`config.mk`:
```
export PLATFORM = sky130hd
export DESIGN_NAME = i2c_target_flat
export DESIGN_NICKNAME = d
export VERILOG_FILES = /design/src/rtl/i2c_pkg.sv /design/src/rtl/i2c_target_if.sv /design/src/rtl/i2c_sync_edge.sv /design/src/rtl/i2c_target.sv /design/src/flat_wrapper.sv
export SDC_FILE = /design/constraint.sdc
export NUM_CORES = 1
export LEC_CHECK = 0
export BUFFER_PORTS_ARGS = -buffer_cell sky130_fd_sc_hd__buf_2
export CORE_MARGIN = 2
export CORE_UTILIZATION = 55
export CTS_BUF_LIST = sky130_fd_sc_hd__clkbuf_8
export CTS_CLUSTER_DIAMETER = 100
export DETAILED_ROUTE_END_ITERATION = 10
export PLACE_DENSITY = 0.8
export SLEW_MARGIN = 20
export SYNTH_ARGS = -nofsm -noshare
export SYNTH_HDL_FRONTEND = slang
export SYNTH_SLANG_ARGS = --single-unit
```
`constraint.sdc`:
```
create_clock -name i2c_core_clk -period 4.15 [get_ports i2c_core_clk]
set_input_delay 0.415 -clock i2c_core_clk [delete_from_list [all_inputs] [get_ports i2c_core_clk]]
set_output_delay 0.415 -clock i2c_core_clk [all_outputs]
set_load 0.05 [all_outputs]
```
`src/rtl/i2c_pkg.sv`:
```
// Shared I2C definitions: address width, R/W bit encoding and the target state enum.
package i2c_pkg;

    localparam int unsigned I2C_ADDR_W = 7;
    localparam logic        I2C_WRITE  = 1'b0;
    localparam logic        I2C_READ   = 1'b1;

    typedef enum logic [2:0] {
        StIdle,
        StAddr,
        StAddrAck,
        StRxData,
        StRxAck,
        StTxData,
        StTxAck,
        StWaitStop
    } i2c_state_e;

endpackage

```
`src/rtl/i2c_target_if.sv`:
```
// Bus pins plus parallel byte side of the I2C target endpoint.
interface i2c_target_if;

    logic       scl_in;
    logic       sda_in;
    logic       sda_out;
    logic [7:0] tx_data;
    logic       tx_req;
    logic [7:0] rx_data;
    logic       rx_valid;
    logic       busy;

    modport slave (
        input  scl_in, sda_in, tx_data,
        output sda_out, tx_req, rx_data, rx_valid, busy
    );

    modport master (
        output scl_in, sda_in, tx_data,
        input  sda_out, tx_req, rx_data, rx_valid, busy
    );

endinterface

```
`src/rtl/i2c_sync_edge.sv`:
```
// Two-flop synchronizer for an asynchronous bus line with rise/fall detection.
module i2c_sync_edge (
    input  logic i2c_core_clk,
    input  logic rst_n,
    input  logic d_i,
    output logic level_o,
    output logic rise_o,
    output logic fall_o
);

    logic [2:0] sync_q, sync_d;

    always_comb begin
        sync_d = {sync_q[1:0], d_i};
    end

    // Reset to 1: an idle I2C bus is pulled high, so no edge is seen on release.
    always_ff @(posedge i2c_core_clk or negedge rst_n) begin
        if (!rst_n) begin
            sync_q <= 3'b111;
        end else begin
            sync_q <= sync_d;
        end
    end

    assign level_o = sync_q[1];
    assign rise_o  = sync_q[1] & ~sync_q[2];
    assign fall_o  = ~sync_q[1] & sync_q[2];

endmodule

```
`src/rtl/i2c_target.sv`:
```
// I2C target endpoint: fixed address match, unlimited write bytes to rx_data, read bytes from tx_data.
module i2c_target
    import i2c_pkg::*;
#(
    parameter logic [I2C_ADDR_W-1:0] TARGET_ADDR = 7'b1101011
) (
    input  logic         i2c_core_clk,
    input  logic         rst_n,
    i2c_target_if.slave  bus
);

    logic scl_lvl, scl_rise, scl_fall;
    logic sda_lvl, sda_rise, sda_fall;
    logic start_det, stop_det;

    i2c_sync_edge u_scl_sync (
        .i2c_core_clk (i2c_core_clk),
        .rst_n        (rst_n),
        .d_i          (bus.scl_in),
        .level_o      (scl_lvl),
        .rise_o       (scl_rise),
        .fall_o       (scl_fall)
    );

    i2c_sync_edge u_sda_sync (
        .i2c_core_clk (i2c_core_clk),
        .rst_n        (rst_n),
        .d_i          (bus.sda_in),
        .level_o      (sda_lvl),
        .rise_o       (sda_rise),
        .fall_o       (sda_fall)
    );

    assign start_det = sda_fall & scl_lvl;
    assign stop_det  = sda_rise & scl_lvl;

    i2c_state_e state_q, state_d;
    logic [7:0] shift_q, shift_d;
    logic [2:0] cnt_q, cnt_d;
    logic       done_q, done_d;
    logic       rw_q, rw_d;
    logic       nack_q, nack_d;
    logic       sda_out_q, sda_out_d;
    logic [7:0] rx_data_q, rx_data_d;
    logic       rx_valid_q, rx_valid_d;
    logic       tx_req_q, tx_req_d;
    logic       busy_q, busy_d;

    always_comb begin
        state_d    = state_q;
        shift_d    = shift_q;
        cnt_d      = cnt_q;
        done_d     = done_q;
        rw_d       = rw_q;
        nack_d     = nack_q;
        sda_out_d  = sda_out_q;
        rx_data_d  = rx_data_q;
        rx_valid_d = 1'b0;
        tx_req_d   = 1'b0;
        busy_d     = busy_q;

        if (stop_det) begin
            state_d   = StIdle;
            sda_out_d = 1'b1;
            busy_d    = 1'b0;
            cnt_d     = 3'd0;
            done_d    = 1'b0;
        end else if (start_det) begin
            state_d   = StAddr;
            sda_out_d = 1'b1;
            cnt_d     = 3'd0;
            done_d    = 1'b0;
        end else begin
            case (state_q)
                StAddr, StRxData: begin
                    // done_q marks the 8th rise so the byte is consumed on the following fall.
                    if (scl_rise) begin
                        shift_d = {shift_q[6:0], sda_lvl};
                        cnt_d   = cnt_q + 3'd1;
                        if (cnt_q == 3'd7) done_d = 1'b1;
                    end else if (scl_fall && done_q) begin
                        done_d = 1'b0;
                        if (state_q == StAddr) begin
                            if (shift_q[7:1] == TARGET_ADDR) begin
                                rw_d      = shift_q[0];
                                sda_out_d = 1'b0;
                                busy_d    = 1'b1;
                                state_d   = StAddrAck;
                            end else begin
                                sda_out_d = 1'b1;
                                busy_d    = 1'b0;
                                state_d   = StWaitStop;
                            end
                        end else begin
                            rx_data_d  = shift_q;
                            rx_valid_d = 1'b1;
                            sda_out_d  = 1'b0;
                            state_d    = StRxAck;
                        end
                    end
                end
                StAddrAck: begin
                    if (scl_fall) begin
                        cnt_d = 3'd0;
                        if (rw_q == I2C_READ) begin
                            tx_req_d  = 1'b1;
                            shift_d   = bus.tx_data;
                            sda_out_d = bus.tx_data[7];
                            state_d   = StTxData;
                        end else begin
                            sda_out_d = 1'b1;
                            state_d   = StRxData;
                        end
                    end
                end
                StRxAck: begin
                    if (scl_fall) begin
                        sda_out_d = 1'b1;
                        state_d   = StRxData;
                    end
                end
                StTxData: begin
                    if (scl_rise) begin
                        cnt_d = cnt_q + 3'd1;
                        if (cnt_q == 3'd7) done_d = 1'b1;
                    end else if (scl_fall) begin
                        if (done_q) begin
                            done_d    = 1'b0;
                            sda_out_d = 1'b1;
                            state_d   = StTxAck;
                        end else begin
                            shift_d   = {shift_q[6:0], 1'b0};
                            sda_out_d = shift_q[6];
                        end
                    end
                end
                StTxAck: begin
                    if (scl_rise) begin
                        nack_d = sda_lvl;
                    end else if (scl_fall) begin
                        if (!nack_q) begin
                            tx_req_d  = 1'b1;
                            shift_d   = bus.tx_data;
                            sda_out_d = bus.tx_data[7];
                            cnt_d     = 3'd0;
                            state_d   = StTxData;
                        end else begin
                            sda_out_d = 1'b1;
                            state_d   = StWaitStop;
                        end
                    end
                end
                default: begin
                end
            endcase
        end
    end

    always_ff @(posedge i2c_core_clk or negedge rst_n) begin
        if (!rst_n) begin
            state_q    <= StIdle;
            shift_q    <= 8'h00;
            cnt_q      <= 3'd0;
            done_q     <= 1'b0;
            rw_q       <= I2C_WRITE;
            nack_q     <= 1'b0;
            sda_out_q  <= 1'b1;
            rx_data_q  <= 8'h00;
            rx_valid_q <= 1'b0;
            tx_req_q   <= 1'b0;
            busy_q     <= 1'b0;
        end else begin
            state_q    <= state_d;
            shift_q    <= shift_d;
            cnt_q      <= cnt_d;
            done_q     <= done_d;
            rw_q       <= rw_d;
            nack_q     <= nack_d;
            sda_out_q  <= sda_out_d;
            rx_data_q  <= rx_data_d;
            rx_valid_q <= rx_valid_d;
            tx_req_q   <= tx_req_d;
            busy_q     <= busy_d;
        end
    end

    assign bus.sda_out  = sda_out_q;
    assign bus.rx_data  = rx_data_q;
    assign bus.rx_valid = rx_valid_q;
    assign bus.tx_req   = tx_req_q;
    assign bus.busy     = busy_q;

endmodule

```
`src/flat_wrapper.sv`:
```
// flat-port wrapper written by rule: the top's interface ports become plain ports
module i2c_target_flat import i2c_pkg::*;
#(
    parameter logic [I2C_ADDR_W-1:0] TARGET_ADDR = 7'b1101011
)
  (i2c_core_clk, rst_n, bus_scl_in, bus_sda_in, bus_tx_data, bus_sda_out, bus_tx_req, bus_rx_data, bus_rx_valid, bus_busy);
  i2c_target_if bus_i ();
  input  logic i2c_core_clk;
  input  logic rst_n;
  input wire logic [$bits(bus_i.scl_in)-1:0] bus_scl_in;
  input wire logic [$bits(bus_i.sda_in)-1:0] bus_sda_in;
  input wire logic [$bits(bus_i.tx_data)-1:0] bus_tx_data;
  output wire logic [$bits(bus_i.sda_out)-1:0] bus_sda_out;
  output wire logic [$bits(bus_i.tx_req)-1:0] bus_tx_req;
  output wire logic [$bits(bus_i.rx_data)-1:0] bus_rx_data;
  output wire logic [$bits(bus_i.rx_valid)-1:0] bus_rx_valid;
  output wire logic [$bits(bus_i.busy)-1:0] bus_busy;
  assign bus_i.scl_in = bus_scl_in;
  assign bus_i.sda_in = bus_sda_in;
  assign bus_i.tx_data = bus_tx_data;
  assign bus_sda_out = bus_i.sda_out;
  assign bus_tx_req = bus_i.tx_req;
  assign bus_rx_data = bus_i.rx_data;
  assign bus_rx_valid = bus_i.rx_valid;
  assign bus_busy = bus_i.busy;
  i2c_target #(.TARGET_ADDR(TARGET_ADDR)) u_core (.i2c_core_clk(i2c_core_clk), .rst_n(rst_n), .bus(bus_i));
endmodule
```
==> results of run 1 <==
path summary, 6_finish.rpt:
check | startpoint | slack [ns] | to | cells after the start
min | rst_n | 0.19 | u_core.cnt_q[1]$_DFFE_PN0P_ | 1
min reg2reg | u_core.u_sda_sync.sync_q[0]$_DFF_PN1_ | 0.36 | u_core.u_sda_sync.sync_q[1]$_DFF_PN1_ | 0
max | u_core.state_q[0]$_DFFE_PN0P_ | 1.85 | u_core.shift_q[0]$_DFFE_PN0P_ | 4
max reg2reg | u_core.state_q[0]$_DFFE_PN0P_ | 1.85 | u_core.shift_q[0]$_DFFE_PN0P_ | 4
max in group asynchronous | rst_n | 3.48 | u_core.cnt_q[2]$_DFFE_PN0P_ | 1
min in group i2c_core_clk | bus_sda_in | 0.23 | u_core.u_sda_sync.sync_q[0]$_DFF_PN1_ | 1
power groups by stage:
| stage | Sequential [µW] | Clock, µW | Combinational, µW |
|---|---|---|---|
| floorplan | 489 | 0 | 374 |
| global placement | 542 | 0 | 377 |
| detailed placement | 552 | 0 | 387 |
| CTS | 545 | 296 | 387 |
| global route | 565 | 312 | 420 |
| finish | 548 | 288 | 385 |
area by class of cell:
cell class                 count  share of cell area [%]
sequential                    35                   43.91
multi-input combinational    101                   41.61
timing repair buffer          23                   5.714
clock buffer                   5                   3.416
tap                           44                   2.733
clock inverter                 3                   1.863
inverter                       4                  0.7453
critical path, delay by kind of cell (launching register included):
family | cells | cell delay [ns]
flops | 1 | 0.67
compound gates | 2 | 0.59
mux | 1 | 0.40
simple gates | 1 | 0.54
Yosys cell counts (all sizes together), types with 2 or more instances:
library cell / n
inv: 4
mux2i: 6
a21oi: 6
nor2: 4
a211oi: 2
nand3b: 3
nand2b: 5
nor3: 4
nand4: 3
a31o: 3
o21ai: 3
dfrtp: 28
or3: 2
nand2: 8
buf: 7
dfstp: 7
mux2: 28
ha: 2
nand3: 3
a31oi: 3
per-stage QoR:
stage,worst slack (ns),cell area (µm²),util [%],hold slack [ns]
2_1_floorplan,2.514,1785,-,0.1194
3_3_place_gp,1.951,1908,61.99,0.3465
3_5_place_dp,1.883,1908,61.99,0.3475
4_1_cts,1.872,2014,65.45,0.2134
5_1_grt,1.699,2014,65.45,0.2142
6_report,1.851,2014,65.45,0.1910
per-layer routing:
metal	wire length (µm)	GRT usage (%)	vias to the layer above
met4	31	5.590	0
met2	1580	31.49	31
met3	171	5.970	4
met5	0	0	-
li1	-	-	591
met1	1467	26.01	598
state kept, by name, summed over array words and instances (netlist names):
signal and cells:
u_core.bus.rx_data 8, u_core.shift_q 8, u_core.cnt_q 3, u_core.state_q 3, u_core.u_scl_sync.sync_q 3, u_core.u_sda_sync.sync_q 3
u_core.bus.busy 1, u_core.bus.rx_valid 1, u_core.bus.sda_out 1, u_core.bus.tx_req 1, u_core.done_q 1, u_core.nack_q 1
u_core.rw_q 1
cells by family after synthesis:
logic type,share of synthesized area (%)
flip-flops,49.54
adder cells (fa/ha/maj),1.401
AO/OA/AOI/OAI,10.30
XOR/XNOR,0.4906
multiplexers,21.02
buffers and inverters,3.503
AND/OR/NAND/NOR,13.73
==> flow_summary.yaml, run 1 <==
worst_setup_path:
  worstSetupEndpointType: "flip-flop"
  cp_data_required_time_ns: 4.32
  crit_arrival_ns: 2.46
  cp-start-kind: "flip-flop"
  crit_chain: "nand2b_1, a21oi_1, o221ai_2, mux2_2"
  crit_path_max_fanout: 18
  cpPeakStageDelay_ns: 0.67
  cp_slowest_cell: "dfrtp_1"
  criticalPathCategory: "flip-flop to flip-flop"
timing:
  fmax_ghz: 0.4351
  finalMaxSlewViolations: 0
  rsz0062_at_grt: "no"
  clock-skew-final_ns: 0.007266
  post-route-min-period_ns: 2.299
  setup_violations: 0
  tightest_slew_ns: 0.7388
  period_share_pct: 55.39
  hold_violations: 0
  setup_tns_ns: 0
  relSlewSlack_pct: 50.74
route:
  drtIter0Drc: 90
  wire_per_inst_um: 15.12
  drc: 0
  firstDrtPassIters: 4
  viasPerCell: 5.693
  vias: 1224
  wl_um: 3251
  antenna_left: 0
pwr:
  p_comb_share_pct: 31.5
  total_power_uw: 1222
  clockPowerShare_pct: 23.6
  power_frac_seq_pct: 44.9
  p_leak_uw: 0.0009308
  p_int_uw: 805.2
  p_per_area_nw_per_um2: 606.4
  ir_drop_mv: 0.3186
  p_switching_uw: 416.4
  netSwitchingFraction_pct: 34.09
cells_and_area:
  final_common_cell: "dfrtp_1"
  final_nets: 184
  diodes: 0
  drive_above_1_share_pct: 42.69
  areaGrowthSynthToFinish_pct: 12.82
  n_fill_cell: 255
  layout_common_cells: "dfrtp_1 (28), mux2_2 (27), buf_2 (23)"
  seq_area_um2: 884.6
  instances_no_fill: 215
  multi_input_area_um2: 838.3
synth:
  synth_nets: 162
  synthArstFlopShare_pct: 100.0
  ys_seq_area_share_pct: 49.54
  synth_area_leaders: "dfrtp_1 (39%), mux2_2 (17%), dfstp_2 (10%)"
  synth_top_area_share_pct: 39.24
  netlist_instances: 148
  synth_edf_count: 0
  synth_area_um2: 1785
  synth_top_area_cell: "dfrtp_1"
  yosysWarnings: 0
  synth-seq-cells: 35
  synth_cell_types: 41
  avgSynthCellArea_um2: 12.06
  ys.flop_type: "dfrtp_1"
grt:
  grt_pass1_vias: 1173
  antenna_found_initial: 0
  grtUsageTotal_pct: 19.71
  grt_max_degree: 36
  grt_first_pass_wirelength_um: 5292
  gr-total-overflow: 0
clock_network:
  cts.hold.buffers_added: 0
  cts_sinks: 35
  clock_latency_ns: 0.29
  cts_buffer_depth: 2
  htreeDepth: 2
  cts_setup_buffers: 0
  clk_pin_slew_ns: 0.06
  cts_buffers: 5
  cts_tree: "yes"
  cts-root-buf: "clkbuf_8"
  cts_resized: 0
min_path:
  min_path_type: "input pin to async pin"
run_status:
  status: "finished clean"
placed_design:
  dp_cells: 207
  port_buffers: 23
  gp_congestion: 0.9009
  dp_hpwl_um: 2354
floorplanning:
  core_region_area_um2: 3078
  fp-row-count: 20
  ios: 24
  die_height_um: 60.98
  die_width_um: 60.98
  dieArea_um2: 3718
  start_util_pct: 58.01
flow_run:
  maxCapViolations: 0
Power figures use the tool's default switching activity.
==> run 2, diff against run 1 <==
- CORE_UTILIZATION: 55 -> 53
- clock period: 4.15 -> 1.9 ns (I/O delays scaled with it)
==> run 2 against run 1 <==
Final area up 5.3%. Via count up 7.8%. Clock skew down 0.00075 ns. Global-route usage up 2.1 points. Sequential share of layout area down 2.2 points. Setup slack worse by 1.7 ns. Hold slack better by 0.026 ns. Combinational power rose to 2.6 times the previous value. Wire length up 14%. Die area up 3.5%. Clock power up 130%. Core utilization down 0.84 points. Critical path type unchanged. Largest power group unchanged.
==> flow_summary.yaml, run 2 (synthesis results as in run 1) <==
grt:
  gr-total-overflow: 0
  grt_max_degree: 36
  grtUsageTotal_pct: 21.86
  grt_first_pass_wirelength_um: 6009
  antenna_found_initial: 0
  grt_pass1_vias: 1287
timing:
  hold_violations: 0
  clock-skew-final_ns: 0.006515
  setup_violations: 0
  post-route-min-period_ns: 1.749
  relSlewSlack_pct: 50.38
  setup_tns_ns: 0
  rsz0062_at_grt: "no"
  fmax_ghz: 0.5716
  tightest_slew_ns: 0.7444
  finalMaxSlewViolations: 0
  period_share_pct: 92.08
cells_and_area:
  multi_input_area_um2: 838.3
  areaGrowthSynthToFinish_pct: 18.85
  final_area_um2: 2122
  seq_area_um2: 885.9
  final_nets: 196
  n_fill_cell: 258
  diodes: 0
  layout_common_cells: "mux2_2 (27), dfrtp_1 (27), buf_2 (23)"
  drive_above_1_share_pct: 46.45
floorplanning:
  dieArea_um2: 3849
  start_util_pct: 54.36
  fp-row-count: 21
  core_region_area_um2: 3284
  die_height_um: 62.04
  die_width_um: 62.04
  ios: 24
worst_setup_path:
  worst-r2r-cell-count: 4
  cp_data_required_time_ns: 2.06
  r2r-end: "u_core.cnt_q[2]$_DFFE_PN0P_"
  criticalPathCategory: "flip-flop to flip-flop"
  cpPeakStageDelay_ns: 0.60
  cp_slowest_cell: "or4bb_1"
  crit_path_max_fanout: 12
  crit_arrival_ns: 1.91
  r2r-start: "u_core.state_q[1]$_DFFE_PN0P_"
  crit_chain: "or4bb_1, o32ai_1, nor2_1, mux2i_1"
  rrSetupSlack_ns: 0.15
  worstSetupEndpointType: "flip-flop"
  cp-start-kind: "flip-flop"
pwr:
  total_power_uw: 2846
  p_leak_uw: 0.0009815
  p_per_area_nw_per_um2: 1341
  ir_drop_mv: 0.7293
clock_network:
  cts_buffer_depth: 2
  clk_pin_slew_ns: 0.07
  htreeDepth: 2
  cts_sinks: 35
  cts-root-buf: "clkbuf_8"
  cts_tree: "yes"
  cts_buffers: 5
  clock_latency_ns: 0.29
min_path:
  hp-start: "bus_tx_data[7]"
  holdPathStages: 3
  min_to: "u_core.bus.sda_out$_DFFE_PN1P_"
  min_path_type: "input pin to flip-flop"
run_status:
  status: "finished clean"
route:
  vias: 1319
  viasPerCell: 5.760
  wl_um: 3712
  drtIter0Drc: 110
  wire_per_inst_um: 16.21
  drc: 0
  antenna_left: 0
  firstDrtPassIters: 4
placed_design:
  gp_congestion: 0.8984
  dp_hpwl_um: 2593
  place_area_um2: 1978
  port_buffers: 23
flow_run:
  maxCapViolations: 0
run 2: changes by cell type in the layout (fill, tap and decap cells not counted), sizes merged:
cell and delta:
buf +9, clkinv +2, dlygate4sd3 +3, inv -2
run 2: repair_timing:
item                                    CTS  global route
setup buffers                             0             0
resized for setup                         0             1
hold buffers                              3             0
hold endpoints to repair                 30             0
endpoints found under the setup margin    0             3
run 2: worst max path at each step:
stage | startpoint | endpoint | cells past startpoint
after detailed placement | u_core.state_q[2]$_DFFE_PN0P_ | u_core.state_q[2]$_DFFE_PN0P_ | 4
after global placement | u_core.state_q[2]$_DFFE_PN0P_ | u_core.state_q[2]$_DFFE_PN0P_ | 4
after floorplan | u_core.u_scl_sync.sync_q[1]$_DFF_PN1_ | u_core.shift_q[0]$_DFFE_PN0P_ | 5
after global routing | u_core.state_q[1]$_DFFE_PN0P_ | u_core.cnt_q[2]$_DFFE_PN0P_ | 4
after CTS | u_core.state_q[2]$_DFFE_PN0P_ | u_core.state_q[2]$_DFFE_PN0P_ | 4
final | u_core.state_q[1]$_DFFE_PN0P_ | u_core.cnt_q[2]$_DFFE_PN0P_ | 4
run 2: worst max-delay path, delay by kind of cell, from the launching register on:
family | cells | cell delay [ns]
compound gates | 1 | 0.16
mux | 1 | 0.14
flops | 1 | 0.57
simple gates | 2 | 0.76
run 2: area by class of cell:
type	count	share of cell area (%)
Clock buffer	5	3.243
Timing Repair Buffer	35	10.02
Clock inverter	3	2.064
Multi-Input combinational cell	101	39.50
Inverter	4	0.7075
Sequential cell	35	41.75
Tap cell	46	2.712
run 2: per-stage QoR:
step | setup WS [ns] | hold slack (ns) | instances | util (%)
2_1_floorplan | 0.2643 | -0.1056 | 148 | -
3_3_place_gp | 0.1587 | 0.2881 | 218 | 60.23
3_5_place_dp | 0.09853 | 0.2947 | 218 | 60.23
4_1_cts | 0.08372 | 0.2152 | 229 | 64.57
5_1_grt | 0.01099 | 0.2193 | 229 | 64.61
6_report | 0.1505 | 0.2173 | 229 | 64.61
run 2: routing by layer:
| metal | GRT usage (%) | up-vias | wire length, µm |
|---|---|---|---|
| met4 | 7.599 | 0 | 72 |
| met2 | 34.23 | 48 | 1796 |
| met3 | 7.453 | 9 | 215 |
| li1 | - | 613 | - |
| met5 | 0 | - | 0 |
| met1 | 28.25 | 649 | 1627 |
run 2: power breakdown:
| group | internal [µW] | total (µW) | leakage (µW) | switching [µW] |
|---|---|---|---|---|
| Sequential | 924 | 1180 | 0.000439 | 258 |
| Combinational | 533 | 1000 | 0.000484 | 469 |
| Clock | 390 | 662 | 0.0000581 | 272 |
==> run 3, diff against run 2 <==
- RECOVER_POWER: default -> 50
- SKIP_LAST_GASP: default -> 1
==> run 3 against run 2 <==
Clock power is essentially flat. Setup slack gained 0.0095 ns. Largest power group unchanged. Sequential cell count is the same. Sequential power is essentially flat. Via count shrank 0.76%. Cell count is the same. Non-clock buffer count is the same. Critical path depth is the same. Final area shrank 0.65%. Register-to-register slack is essentially flat. Critical path type unchanged. Clock skew grew 0.00066 ns.
==> flow_summary.yaml, run 3 (synthesis results as in run 1) <==
run_status:
  status: "finished clean"
clock_network:
  cts_tree: "yes"
  cts-root-buf: "clkbuf_8"
  cts_sinks: 35
  clk_pin_slew_ns: 0.07
  clock_latency_ns: 0.29
  cts_buffers: 5
  cts_setup_buffers: 0
  htreeDepth: 2
  cts_buffer_depth: 2
timing:
  fmax_ghz: 0.5747
  hold_violations: 0
  setup_violations: 0
  relSlewSlack_pct: 44.82
  finalMaxSlewViolations: 0
  period_share_pct: 91.58
  setup_tns_ns: 0
  clock-skew-final_ns: 0.007174
  post-route-min-period_ns: 1.740
  tightest_slew_ns: 0.8277
  whs_ns: 0.2169
  rsz0062_at_grt: "no"
worst_setup_path:
  cp_slowest_cell: "or4bb_1"
  criticalPathCategory: "flip-flop to flip-flop"
  r2r-end: "u_core.cnt_q[2]$_DFFE_PN0P_"
  worst-r2r-cell-count: 4
  cpPeakStageDelay_ns: 0.60
  r2r-start: "u_core.state_q[1]$_DFFE_PN0P_"
  rrSetupSlack_ns: 0.16
  path_buf_inv: 0
  cp_top_family: "simple AND/OR/NAND/NOR gates"
  crit_chain: "or4bb_1, o32ai_1, nor2_1, mux2i_1"
  cp-start-kind: "flip-flop"
  crit_path_max_fanout: 12
  crit_arrival_ns: 1.90
  worstSetupEndpointType: "flip-flop"
  cp_data_required_time_ns: 2.06
floorplanning:
  core_region_area_um2: 3284
  die_width_um: 62.04
  die_height_um: 62.04
  dieArea_um2: 3849
  start_util_pct: 54.36
  ios: 24
  fp-row-count: 21
route:
  vias: 1309
  viasPerCell: 5.716
  drc: 0
  wire_per_inst_um: 16.03
  antenna_left: 0
  firstDrtPassIters: 4
  wl_um: 3671
  drtIter0Drc: 105
pwr:
  total_power_uw: 2836
  ir_drop_mv: 0.7229
  p_leak_uw: 0.0009326
  p_per_area_nw_per_um2: 1345
min_path:
  holdPathStages: 3
  min_to: "u_core.bus.sda_out$_DFFE_PN1P_"
  hp-start: "bus_tx_data[7]"
  min_path_type: "input pin to flip-flop"
grt:
  grtUsageTotal_pct: 21.86
  antenna_found_initial: 0
  gr-total-overflow: 0
  grt_first_pass_wirelength_um: 6009
  grt_pass1_vias: 1287
  grt_max_degree: 36
flow_run:
  maxCapViolations: 0
cells_and_area:
  n_fill_cell: 263
  drive_above_1_share_pct: 39.89
  diodes: 0
  layout_common_cells: "mux2_2 (27), dfrtp_1 (27), buf_2 (11), clkbuf_1 (11), buf_4 (9)"
  final_nets: 196
  areaGrowthSynthToFinish_pct: 18.08
placed_design:
  dp_hpwl_um: 2593
  gp_congestion: 0.8984
  port_buffers: 23
-- run 3: cell types whose count changed in the layout (fill, tap and decap cells not counted), sizes merged --
cell | previous run | this run
clkbuf | 5 | 17
buf | 32 | 20
-- run 3: how the worst max path moves through the flow --
stage,start,endpoint,slack [ns],cells past startpoint
final,u_core.state_q[1]$_DFFE_PN0P_,u_core.cnt_q[2]$_DFFE_PN0P_,0.16,4
after global routing,u_core.state_q[1]$_DFFE_PN0P_,u_core.cnt_q[2]$_DFFE_PN0P_,0.01,4
after CTS,u_core.state_q[2]$_DFFE_PN0P_,u_core.state_q[2]$_DFFE_PN0P_,0.08,4
after detailed placement,u_core.state_q[2]$_DFFE_PN0P_,u_core.state_q[2]$_DFFE_PN0P_,0.1,4
after global placement,u_core.state_q[2]$_DFFE_PN0P_,u_core.state_q[2]$_DFFE_PN0P_,0.16,4
after floorplan,u_core.u_scl_sync.sync_q[1]$_DFF_PN1_,u_core.shift_q[0]$_DFFE_PN0P_,0.26,5
-- run 3: per-layer routing --
layer | share of wire (%) | wire (µm) | vias up | track usage (%)
li1 | - | - | 610 | -
met1 | 44 | 1608 | 648 | 28.25
met3 | 5.3 | 194 | 9 | 7.453
met5 | 0 | 0 | - | 0
met4 | 1.9 | 70 | 0 | 7.599
met2 | 49 | 1797 | 42 | 34.23
-- run 3: stage by stage --
stage | instance area [µm²] | worst slack, ns | instances | utilization, %
final | 2108 | 0.1601 | 229 | 64.19
after global routing | 2108 | 0.01099 | 229 | 64.19
after CTS | 2121 | 0.08372 | 229 | 64.57
after detailed placement | 1978 | 0.09853 | 218 | 60.23
after global placement | 1978 | 0.1587 | 218 | 60.23
after floorplan | 1785 | 0.2643 | 148 | -
-- run 3: final cells by class --
cell class / count / area (µm²) / area share, %
Tap cell: 46 / 57.56 / 2.730
Multi-Input combinational cell: 101 / 838.3 / 39.76
Clock inverter: 3 / 43.79 / 2.077
Clock buffer: 5 / 68.82 / 3.264
Inverter: 4 / 15.01 / 0.7122
Sequential cell: 35 / 885.9 / 42.02
Timing Repair Buffer: 35 / 198.9 / 9.436
-- run 3: where the power goes --
part	internal (µW)	switching (µW)	leakage, µW
combinational	532	466	0.000436
clock	390	271	0.0000581
sequential	924	253	0.000438
total	1850	990	0.000933
-- run 3: worst register-to-register path, stage by stage, from the launching register on --
cell and delay (ns):
dfrtp_1 0.56, or4bb_1 0.60, o32ai_1 0.16, nor2_1 0.16, mux2i_1 0.14
-- run 3: timing repair --
action / CTS / global route
hold buffers: 3 / 0
hold endpoints to repair: 30 / 0
resized for setup: 0 / 1
endpoints found under the setup margin: 0 / 3
